$ cat config.mk
export PLATFORM = sky130hd
export DESIGN_NAME = chan_scan_ctrl_flat
export DESIGN_NICKNAME = d
export VERILOG_FILES = /design/src/rtl/chan_scan_pkg.sv /design/src/rtl/chan_scan_if.sv /design/src/rtl/chan_scan_next.sv /design/src/rtl/chan_scan_ctrl.sv /design/src/flat_wrapper.sv
export SDC_FILE = /design/constraint.sdc
export NUM_CORES = 1
export LEC_CHECK = 0
export BUFFER_PORTS_ARGS = -buffer_cell sky130_fd_sc_hd__clkbuf_2
export CAP_MARGIN = 25
export CORE_MARGIN = 2
export CORE_UTILIZATION = 45
export DETAILED_ROUTE_END_ITERATION = 6
export PLACE_DENSITY = 0.76
export REMOVE_ABC_BUFFERS = 1
export SLEW_MARGIN = 10
export SYNTH_ARGS = -nofsm -noshare
export SYNTH_HDL_FRONTEND = slang
export SYNTH_HIERARCHICAL = 1
export SYNTH_SLANG_ARGS = --single-unit
$ cat constraint.sdc
create_clock -name clk -period 2.8 [get_ports clk]
set_clock_uncertainty 0.1 [all_clocks]
set_input_delay 0.14 -clock clk [delete_from_list [all_inputs] [get_ports clk]]
set_output_delay 0.14 -clock clk [all_outputs]
set_load 0.03 [all_outputs]
$ cat src/rtl/chan_scan_pkg.sv
// Shared constants and state type for the channel scan controller.
package chan_scan_pkg;
    localparam int NCH   = 4;
    localparam int SEL_W = 2;

    typedef enum logic {
        IDLE = 1'b0,
        SCAN = 1'b1
    } scan_state_e;
endpackage

$ cat src/rtl/chan_scan_if.sv
// Control/status bundle between a scan requester and chan_scan_ctrl.
interface chan_scan_if #(parameter int DWELL_W = 8);
    import chan_scan_pkg::*;

    logic               start;
    logic               stop;
    logic [NCH-1:0]     mask;
    logic [DWELL_W-1:0] dwell;
    logic [SEL_W-1:0]   sel;
    logic               sel_vld;
    logic               busy;
    logic               wrap;
    logic               err;
    logic               done;

    modport master (output start, stop, mask, dwell,
                    input  sel, sel_vld, busy, wrap, err, done);
    modport slave  (input  start, stop, mask, dwell,
                    output sel, sel_vld, busy, wrap, err, done);
endinterface

$ cat src/rtl/chan_scan_next.sv
// Combinational round-robin finder: first enabled channel strictly after cur,
// wrapping through cur itself. cur=NCH-1 makes the search start at channel 0.
module chan_scan_next
    import chan_scan_pkg::*;
(
    input  logic [NCH-1:0]   mask,
    input  logic [SEL_W-1:0] cur,
    output logic [SEL_W-1:0] next,
    output logic             wrapped,
    output logic             any
);
    logic [SEL_W-1:0] idx;
    logic             found;

    always_comb begin
        next  = cur;
        idx   = '0;
        found = 1'b0;
        for (int i = 1; i <= NCH; i++) begin
            idx = cur + SEL_W'(i);
            if (!found && mask[idx]) begin
                next  = idx;
                found = 1'b1;
            end
        end
        any     = |mask;
        wrapped = any && (next <= cur);
    end
endmodule

$ cat src/rtl/chan_scan_ctrl.sv
// Round-robin channel scan FSM with per-channel dwell and registered outputs.
// Define CHAN_SCAN_ONESHOT_EN to stop after one pass with a done pulse.
module chan_scan_ctrl
    import chan_scan_pkg::*;
#(
    parameter int DWELL_W = 8
) (
    input  logic       clk,
    input  logic       rst_n,
    chan_scan_if.slave bus
);
    scan_state_e        state_q, state_d;
    logic [SEL_W-1:0]   sel_q, sel_d;
    logic [DWELL_W-1:0] cnt_q, cnt_d;
    logic               vld_q, vld_d;
    logic               wrap_q, wrap_d;
    logic               err_q, err_d;
    logic               done_q, done_d;

    logic [SEL_W-1:0]   find_cur;
    logic [SEL_W-1:0]   find_next;
    logic               find_wrapped;
    logic               find_any;

    // From IDLE search from the top index so channel 0 is tried first.
    assign find_cur = (state_q == IDLE) ? SEL_W'(NCH - 1) : sel_q;

    chan_scan_next u_next (
        .mask    (bus.mask),
        .cur     (find_cur),
        .next    (find_next),
        .wrapped (find_wrapped),
        .any     (find_any)
    );

    always_comb begin
        state_d = state_q;
        sel_d   = sel_q;
        cnt_d   = cnt_q;
        vld_d   = vld_q;
        wrap_d  = 1'b0;
        err_d   = 1'b0;
        done_d  = 1'b0;
        case (state_q)
            IDLE: begin
                if (bus.start && !bus.stop) begin
                    if (find_any) begin
                        state_d = SCAN;
                        sel_d   = find_next;
                        cnt_d   = bus.dwell;
                        vld_d   = 1'b1;
                    end else begin
                        err_d = 1'b1;
                    end
                end
            end
            SCAN: begin
                if (bus.stop) begin
                    state_d = IDLE;
                    vld_d   = 1'b0;
                end else if (cnt_q != '0) begin
                    cnt_d = cnt_q - 1'b1;
                end else if (!find_any) begin
                    state_d = IDLE;
                    vld_d   = 1'b0;
                end else begin
`ifdef CHAN_SCAN_ONESHOT_EN
                    if (find_wrapped) begin
                        state_d = IDLE;
                        vld_d   = 1'b0;
                        done_d  = 1'b1;
                    end else begin
                        sel_d = find_next;
                        cnt_d = bus.dwell;
                    end
`else
                    sel_d  = find_next;
                    cnt_d  = bus.dwell;
                    wrap_d = find_wrapped;
`endif
                end
            end
            default: state_d = IDLE;
        endcase
    end

    always_ff @(posedge clk or negedge rst_n) begin
        if (!rst_n) begin
            state_q <= IDLE;
            sel_q   <= '0;
            cnt_q   <= '0;
            vld_q   <= 1'b0;
            wrap_q  <= 1'b0;
            err_q   <= 1'b0;
            done_q  <= 1'b0;
        end else begin
            state_q <= state_d;
            sel_q   <= sel_d;
            cnt_q   <= cnt_d;
            vld_q   <= vld_d;
            wrap_q  <= wrap_d;
            err_q   <= err_d;
            done_q  <= done_d;
        end
    end

    assign bus.sel     = sel_q;
    assign bus.sel_vld = vld_q;
    assign bus.busy    = (state_q == SCAN);
    assign bus.wrap    = wrap_q;
    assign bus.err     = err_q;
    assign bus.done    = done_q;
endmodule

$ cat src/flat_wrapper.sv
// flat-port wrapper written by rule: the top's interface ports become plain ports
module chan_scan_ctrl_flat import chan_scan_pkg::*;
#(
    parameter int DWELL_W = 8
)
  (clk, rst_n, bus_start, bus_stop, bus_mask, bus_dwell, bus_sel, bus_sel_vld, bus_busy, bus_wrap, bus_err, bus_done);
  chan_scan_if #(.DWELL_W(DWELL_W)) bus_i ();
  input  logic clk;
  input  logic rst_n;
  input wire logic [$bits(bus_i.start)-1:0] bus_start;
  input wire logic [$bits(bus_i.stop)-1:0] bus_stop;
  input wire logic [$bits(bus_i.mask)-1:0] bus_mask;
  input wire logic [$bits(bus_i.dwell)-1:0] bus_dwell;
  output wire logic [$bits(bus_i.sel)-1:0] bus_sel;
  output wire logic [$bits(bus_i.sel_vld)-1:0] bus_sel_vld;
  output wire logic [$bits(bus_i.busy)-1:0] bus_busy;
  output wire logic [$bits(bus_i.wrap)-1:0] bus_wrap;
  output wire logic [$bits(bus_i.err)-1:0] bus_err;
  output wire logic [$bits(bus_i.done)-1:0] bus_done;
  assign bus_i.start = bus_start;
  assign bus_i.stop = bus_stop;
  assign bus_i.mask = bus_mask;
  assign bus_i.dwell = bus_dwell;
  assign bus_sel = bus_i.sel;
  assign bus_sel_vld = bus_i.sel_vld;
  assign bus_busy = bus_i.busy;
  assign bus_wrap = bus_i.wrap;
  assign bus_err = bus_i.err;
  assign bus_done = bus_i.done;
  chan_scan_ctrl #(.DWELL_W(DWELL_W)) u_core (.clk(clk), .rst_n(rst_n), .bus(bus_i));
endmodule
==> results of run 1 <==
==> report_power, final <==
group	internal, W	switching [W]	total (W)
clock	0.0000791	0.0000685	0.000148
combinational	0.000153	0.000195	0.000348
sequential	0.000259	0.0000784	0.000338
==> Yosys cell counts, types with 4 or more instances <==
master and count:
dfrtp_1 14, o21ai_0 4, ha_1 4, nor3_1 12, nand3_1 6, nor2_1 4, nand2_1 9, inv_1 7
==> cell type report <==
class,instances,area share (%)
clock buffers,4,3.09
inverters,7,2.24
multi-input cells,89,50.6
flip-flops and latches,14,29.8
well taps,28,2.98
repair buffers,24,11.3
==> metal layers <==
metal	global-route usage [%]	vias up	wire (um)
met5	0	-	0
met1	25.8	438	1030
li1	-	473	-
met4	8.11	0	35
met3	2.92	4	126
met2	30.1	31	1050
==> worst min-delay path by stage <==
stage	endpoint	cells past startpoint	startpoint	slack, ns
6_report	u_core/bus.err	2	bus_start	0.03
5_1_grt	u_core/bus.err	2	bus_start	0.03
4_1_cts	u_core/bus.err	2	bus_start	0.02
3_5_place_dp	u_core/cnt_q[2]	1	rst_n	-0.04
3_3_place_gp	u_core/cnt_q[2]	1	rst_n	-0.04
2_1_floorplan	u_core/bus.busy	0	rst_n	-0.26
==> cell families (layout without fill, tap and decap cells) <==
logic type,Yosys count,count (layout),synth area share [%]
buffers and inverters,12,35,5.74
multiplexers,3,3,3.25
adder cells (fa/ha/maj),4,4,4.99
flip-flops,14,14,35.0
AND/OR/NAND/NOR,51,51,29.3
XOR/XNOR,1,1,0.874
AO/OA/AOI/OAI,29,29,20.5
other,1,1,0.374
==> worst max-delay path, delay by kind of cell, from the launching register on <==
| family | cells | cell delay (ns) |
|---|---|---|
| fa+ha+maj | 1 | 0.28 |
| simple gates | 5 | 0.65 |
| flops | 1 | 0.51 |
| compound gates | 4 | 0.59 |
==> flip-flops by register name, indices dropped and copies added (netlist names) <==
| register | flops |
|---|---|
| u_core/bus.err | 1 |
| u_core/bus.sel | 2 |
| u_core/bus.wrap | 1 |
| u_core/bus.busy | 1 |
| u_core/bus.sel_vld | 1 |
| u_core/cnt_q | 8 |
==> per-stage QoR <==
step	worst slack [ns]	area, sq um	total power (W)	hold WS [ns]
final	0.614	1170	0.000833	0.0321
after global routing	0.426	1170	0.000901	0.0316
after CTS	0.617	1170	0.000837	0.0237
after detailed placement	0.633	1120	0.000685	-0.0357
after global placement	0.677	1120	0.000670	-0.0425
after floorplan	0.688	971	0.000586	-0.256
==> timing repair <==
action,4_1_cts,5_1_grt
resized for setup,0,0
hold endpoints to repair,15,0
setup endpoints to repair,0,0
hold buffers,2,0
==> impl_results.md, run 1 <==
- Leakage: 0.527 nW
- Reg-to-reg startpoint: u_core/bus.busy
- Final core occ: 54.7%
- Antenna diode instance count: 0
- CP Launch Type: flop
- DP Wirelength: 1730 um
- Layout cells sized above 1: 26.1%
- Max Clock Freq: 0.457 GHz
- Crit path DAT: 2.30 ns
- Area Overhead vs Synth: 17.2%
- Routed Antenna Nets: 0
- Worst Path Required: 2.92 ns
- Synth unique cells: 44
- YS warnings: 6
- Die height: 51.2 um
- Port buffer count: 21
- CTS tree: done
- Initial antenna violation count: 0
- Vias in the first global route: 869
- Ports: 23
- CTS H-tree depth: 1
- CTS Buffer Depth: 2
- GR Util All Layers: 19.1%
- First-pass GRT wire length: 3770 um
- Die area: 2620 sq um
- Total number of vias: 946
- Max IR drop VDD: 0.572 mV
- Slowest library cell on the worst path: dfrtp_1
- CP peak stage delay: 0.51 ns
- Syn Std Cell Area: 1000 sq um
- Yosys top cell by area: dfrtp_1
- Crit path to: u_core/bus.wrap
- Die X: 51.2 um
- Reg clk slew, reported paths: 0.09 ns
- Period Utilization, post-route: 78.1%
- Routed WL: 2250 um
- Max-slew violation count: 0
- Crit path from: u_core/bus.busy
- Seq/Total Area, Yosys: 35.0%
- Max-Cap Viols: 0
- Sink Count: 14
- Reg2reg path depth: 10
- Iter 0 DRT Violations: 36
- Core area: 2150 sq um
- Power Density: 709 nW/um^2
- Mapped Avg Cell Area: 8.71 sq um
- Global route total overflow: 0
- Sequential Area: 350 sq um
- Max-slew headroom: 65.8%
- Post-CTS Repair Setup Buffers: 0
- Unrepaired setup endpoints after global routing: no
- Post-synth EDFFs: 0
- Num CTS Buffers: 3
- Setup TNS: 0 ns
- Status: finished, final reports clean
- Min-delay worst type: in -> reg
- Worst Path Max Fanout: 9
- Commonest non-fill, non-tap cell in the layout: clkbuf_2
- Synth Instances: 115
- Starting density of the core: 46.7%
- Synth Register Bits: 14
- Reg2Reg Setup Slack: 0.61 ns
- Synth top area cells: dfrtp_1 (35%), nor3_1 (6.0%), ha_1 (5.0%)
- Measured slew at the worst slew-check pin: 0.511 ns
- Placed cell count: 160
- Gpl congestion: 0.900
- Setup crit end kind: flop
- Pin count of the biggest net entering global routing: 15
- Root Buffer Master: clkbuf_4
- Count of endpoints failing setup in the final report: 0
- Drc violations: 0
- Most frequent cells in the layout: clkbuf_2 (21), dfrtp_1 (14), nor3_1 (12), nand2_1 (9), inv_1 (7)
- R2r endpoint: u_core/bus.wrap
- Routed wire length per instance: 13.5 um
- Top_reg_cell synth: dfrtp_1
- Avg Vias per Cell: 5.70
- Multi-input gate area: 594 sq um
- Post-Layout Cell Count: 166
- Fill count: 207
- Final min period: 2.19 ns
- Asr flop ratio synth: 100%
- Most common cell on crit path: a21oi_1
- Final hold violation count: 0
- Cell Chain, Critical Path: nand2b_1 > a21oi_1 > a31oi_1 > a21oi_1 > ha_1 > nor2b_1 > o21ai_0 > and2_1 > nand3_1 > nor2_1
- 1st-pass router iterations: 5
- Final #Nets: 159
- Critical path type: reg -> reg
- Site Rows: 17
- Synth top area share: 35.0%
- Worst-Skew Late Latency: 0.28 ns
No activity file was read; power rests on OpenSTA's default activity.
==> run 2: changes to the inputs <==
- PLACE_DENSITY: 0.76 -> 0.79
- clock period: 2.8 -> 2 ns (I/O delays scaled with it)
==> run 2 against run 1 <==
Net effect:
- clock power rose by 4%
- wire length rose by 14%
- sequential cell count did not move
==> impl_results.md, run 2 (same netlist as run 1, synthesis figures left out) <==
- CTS tree: done
- Max reg flops: 8 (unchanged)
- Placed cell count: 164 (+2.5%)
- Reg2reg path depth: 10 (unchanged)
- Routed wire length per instance: 14.9 um (+10%)
- Area Overhead vs Synth: 26.0%
- First-pass GRT wire length: 3950 um (+4.8%)
- Status: finished, final reports clean
- Routed Antenna Nets: 0 (unchanged)
- Root Buffer Master: clkbuf_4
- Num CTS Buffers: 3 (unchanged)
- Sink Count: 14 (unchanged)
- Port buffer count: 21 (unchanged)
- Critical path type: reg -> reg
- Reg2Reg Setup Slack: 0.0006 ns (-0.61 ns)
- Multi-input gate area: 647 sq um (+8.8%)
- Max-slew violation count: 0 (unchanged)
- Gpl congestion: 0.926 (+2.9%)
- GR Util All Layers: 20.2% (+1.2 points)
- Worst Path Max Fanout: 7 (-2)
- Total number of vias: 1004 (+6.1%)
- Die height: 51.2 um (unchanged)
- Global route total overflow: 0 (unchanged)
- Final min period: 2.00 ns (-0.187 ns)
- Power Density: 979 nW/um^2 (+38%)
- Layout cells sized above 1: 33.6% (+7.5 points)
- Final #Nets: 165 (+3.8%)
- Met2 Wirelength: 1270 um (+20%)
- Most common cell on crit path: a21oi_2
- Commonest non-fill, non-tap cell in the layout: clkbuf_2
- Drc violations: 0 (unchanged)
- Antenna diode instance count: 0 (unchanged)
- Max IR drop VDD: 0.632 mV (+11%)
- Sequential Area: 352 sq um (+0.36%)
- Hold Path Depth: 3 (+1)
- Starting density of the core: 46.7% (unchanged)
- Die X: 51.2 um (unchanged)
- 1st-pass router iterations: 4 (-1)
- CP peak stage delay: 0.40 ns (-0.11 ns)
- WL met3: 109 um (-13%)
- Max Clock Freq: 0.500 GHz (+9.3%)
- Top reg by flops: u_core/cnt_q
- CTS H-tree depth: 1 (unchanged)
- Iter 0 DRT Violations: 36 (unchanged)
- Routed WL: 2550 um (+14%)
- Site Rows: 17 (unchanged)
- Worst Path Required: 2.10 ns (-0.82 ns)
- Count of endpoints failing setup in the final report: 0 (unchanged)
- Vias in the first global route: 909 (+4.6%)
- Avg Vias per Cell: 5.87 (+3.0%)
- Core area: 2150 sq um (unchanged)
- Slowest library cell on the worst path: dfrtp_1
- Die area: 2620 sq um (unchanged)
- R2r endpoint: u_core/bus.wrap
- Cell Chain, Critical Path: nand2b_4 > a21oi_2 > a31oi_2 > a21oi_2 > ha_1 > nor2b_1 > o21ai_1 > and2_1 > nand3_1 > nor2_1
- Crit path DAT: 2.10 ns (-0.20 ns)
- Hold Path Origin: bus_dwell[0]
- CP Launch Type: flop
- Fill count: 181 (-13%)
- Most frequent cells in the layout: clkbuf_2 (21), dfrtp_1 (13), nor3_1 (12), nand2_1 (9), inv_1 (7)
- Initial antenna violation count: 0 (unchanged)
- Pin count of the biggest net entering global routing: 15 (unchanged)
- DP Wirelength: 1790 um (+3.2%)
- CTS Buffer Depth: 2 (unchanged)
- Final hold violation count: 0 (unchanged)
- Post-Layout Cell Count: 171 (+3.0%)
- Ports: 23 (unchanged)
- Worst min-delay path endpoint: u_core/cnt_q[0]
- Period Utilization, post-route: 100% (+22 points)
- Min-delay worst type: in -> reg
- Reg clk slew, reported paths: 0.08 ns (about the same)
- Reg-to-reg startpoint: u_core/bus.sel[1]
- Final core occ: 58.8% (+4.1 points)
- Met1 Wirelength: 1120 um (+8.8%)
- Max-Cap Viols: 0 (unchanged)
- Uppermost layer routed: met4
- Unrepaired setup endpoints after global routing: yes
- Setup crit end kind: flop
- Leakage: 0.569 nW (+8.0%)
- Worst-Skew Late Latency: 0.27 ns (about the same)
run 2: changes by cell type in the layout (fill, tap and decap cells not counted), sizes merged:
| cell | before | now |
|---|---|---|
| dlygate4sd3 | 2 | 3 |
| clkbuf | 25 | 24 |
| buf | 1 | 6 |
run 2: worst max path at each step:
stage	depth (start not counted)	to	startpoint	slack, ns
3_3_place_gp	10	u_core/bus.wrap	u_core/bus.sel[1]	0.07
4_1_cts	7	u_core/cnt_q[6]	u_core/cnt_q[1]	0.03
6_report	10	u_core/bus.wrap	u_core/bus.sel[1]	0.0006
2_1_floorplan	10	u_core/bus.wrap	u_core/bus.busy	-0.11
3_5_place_dp	10	u_core/bus.wrap	u_core/bus.sel[1]	-0.08
5_1_grt	10	u_core/bus.wrap	u_core/bus.sel[1]	-0.09
run 2: layer usage:
metal | vias up | track usage, %
met5 | - | 0
met4 | 0 | 9.91
met3 | 7 | 1.75
met2 | 35 | 33.8
met1 | 477 | 26.3
li1 | 485 | -
run 2: repair_timing:
action                                  4_1_cts  5_1_grt
buffers inserted                              0        1
hold endpoints to repair                     15        0
endpoints found under the setup margin        1        4
hold buffers                                  3        0
pin swaps                                     1        4
gates resized for setup                       3        9
run 2: area by class of cell:
class / count / area share [%]
Multi-Input combinational cell: 89 / 51.2
Tap cell: 28 / 2.78
Clock buffer: 3 / 1.78
Sequential cell: 14 / 27.8
Timing Repair Buffer: 30 / 14.3
Inverter: 7 / 2.08
run 2: stage by stage:
| step | setup WS, ns | total power (W) | hold slack (ns) | TNS (ns) | cell area (sq um) |
|---|---|---|---|---|---|
| 2_1_floorplan | -0.112 | 0.000821 | -0.296 | -0.112 | 971 |
| 3_3_place_gp | 0.0720 | 0.000961 | -0.0756 | 0 | 1150 |
| 3_5_place_dp | -0.0844 | 0.000993 | -0.0702 | -0.0844 | 1150 |
| 4_1_cts | 0.0273 | 0.00117 | 0.00906 | 0 | 1210 |
| 5_1_grt | -0.0857 | 0.00131 | 0.0442 | -0.0884 | 1260 |
| 6_report | 0.000597 | 0.00124 | 0.0158 | 0 | 1260 |
run 2: power breakdown:
part	leakage [nW]	internal [W]	total, W	switching [W]
Sequential	0.163	0.000363	0.000479	0.000116
Clock	0.0138	0.0000696	0.000154	0.0000847
Combinational	0.392	0.000277	0.000602	0.000325
run 2: critical path: cells and delay by family (launching register included):
kind                       cells  cell delay [ns]
and+or+nand+nor                5             0.63
AOI/OAI and AO/OA              4             0.51
DFF                            1             0.40
adders and majority gates      1             0.29
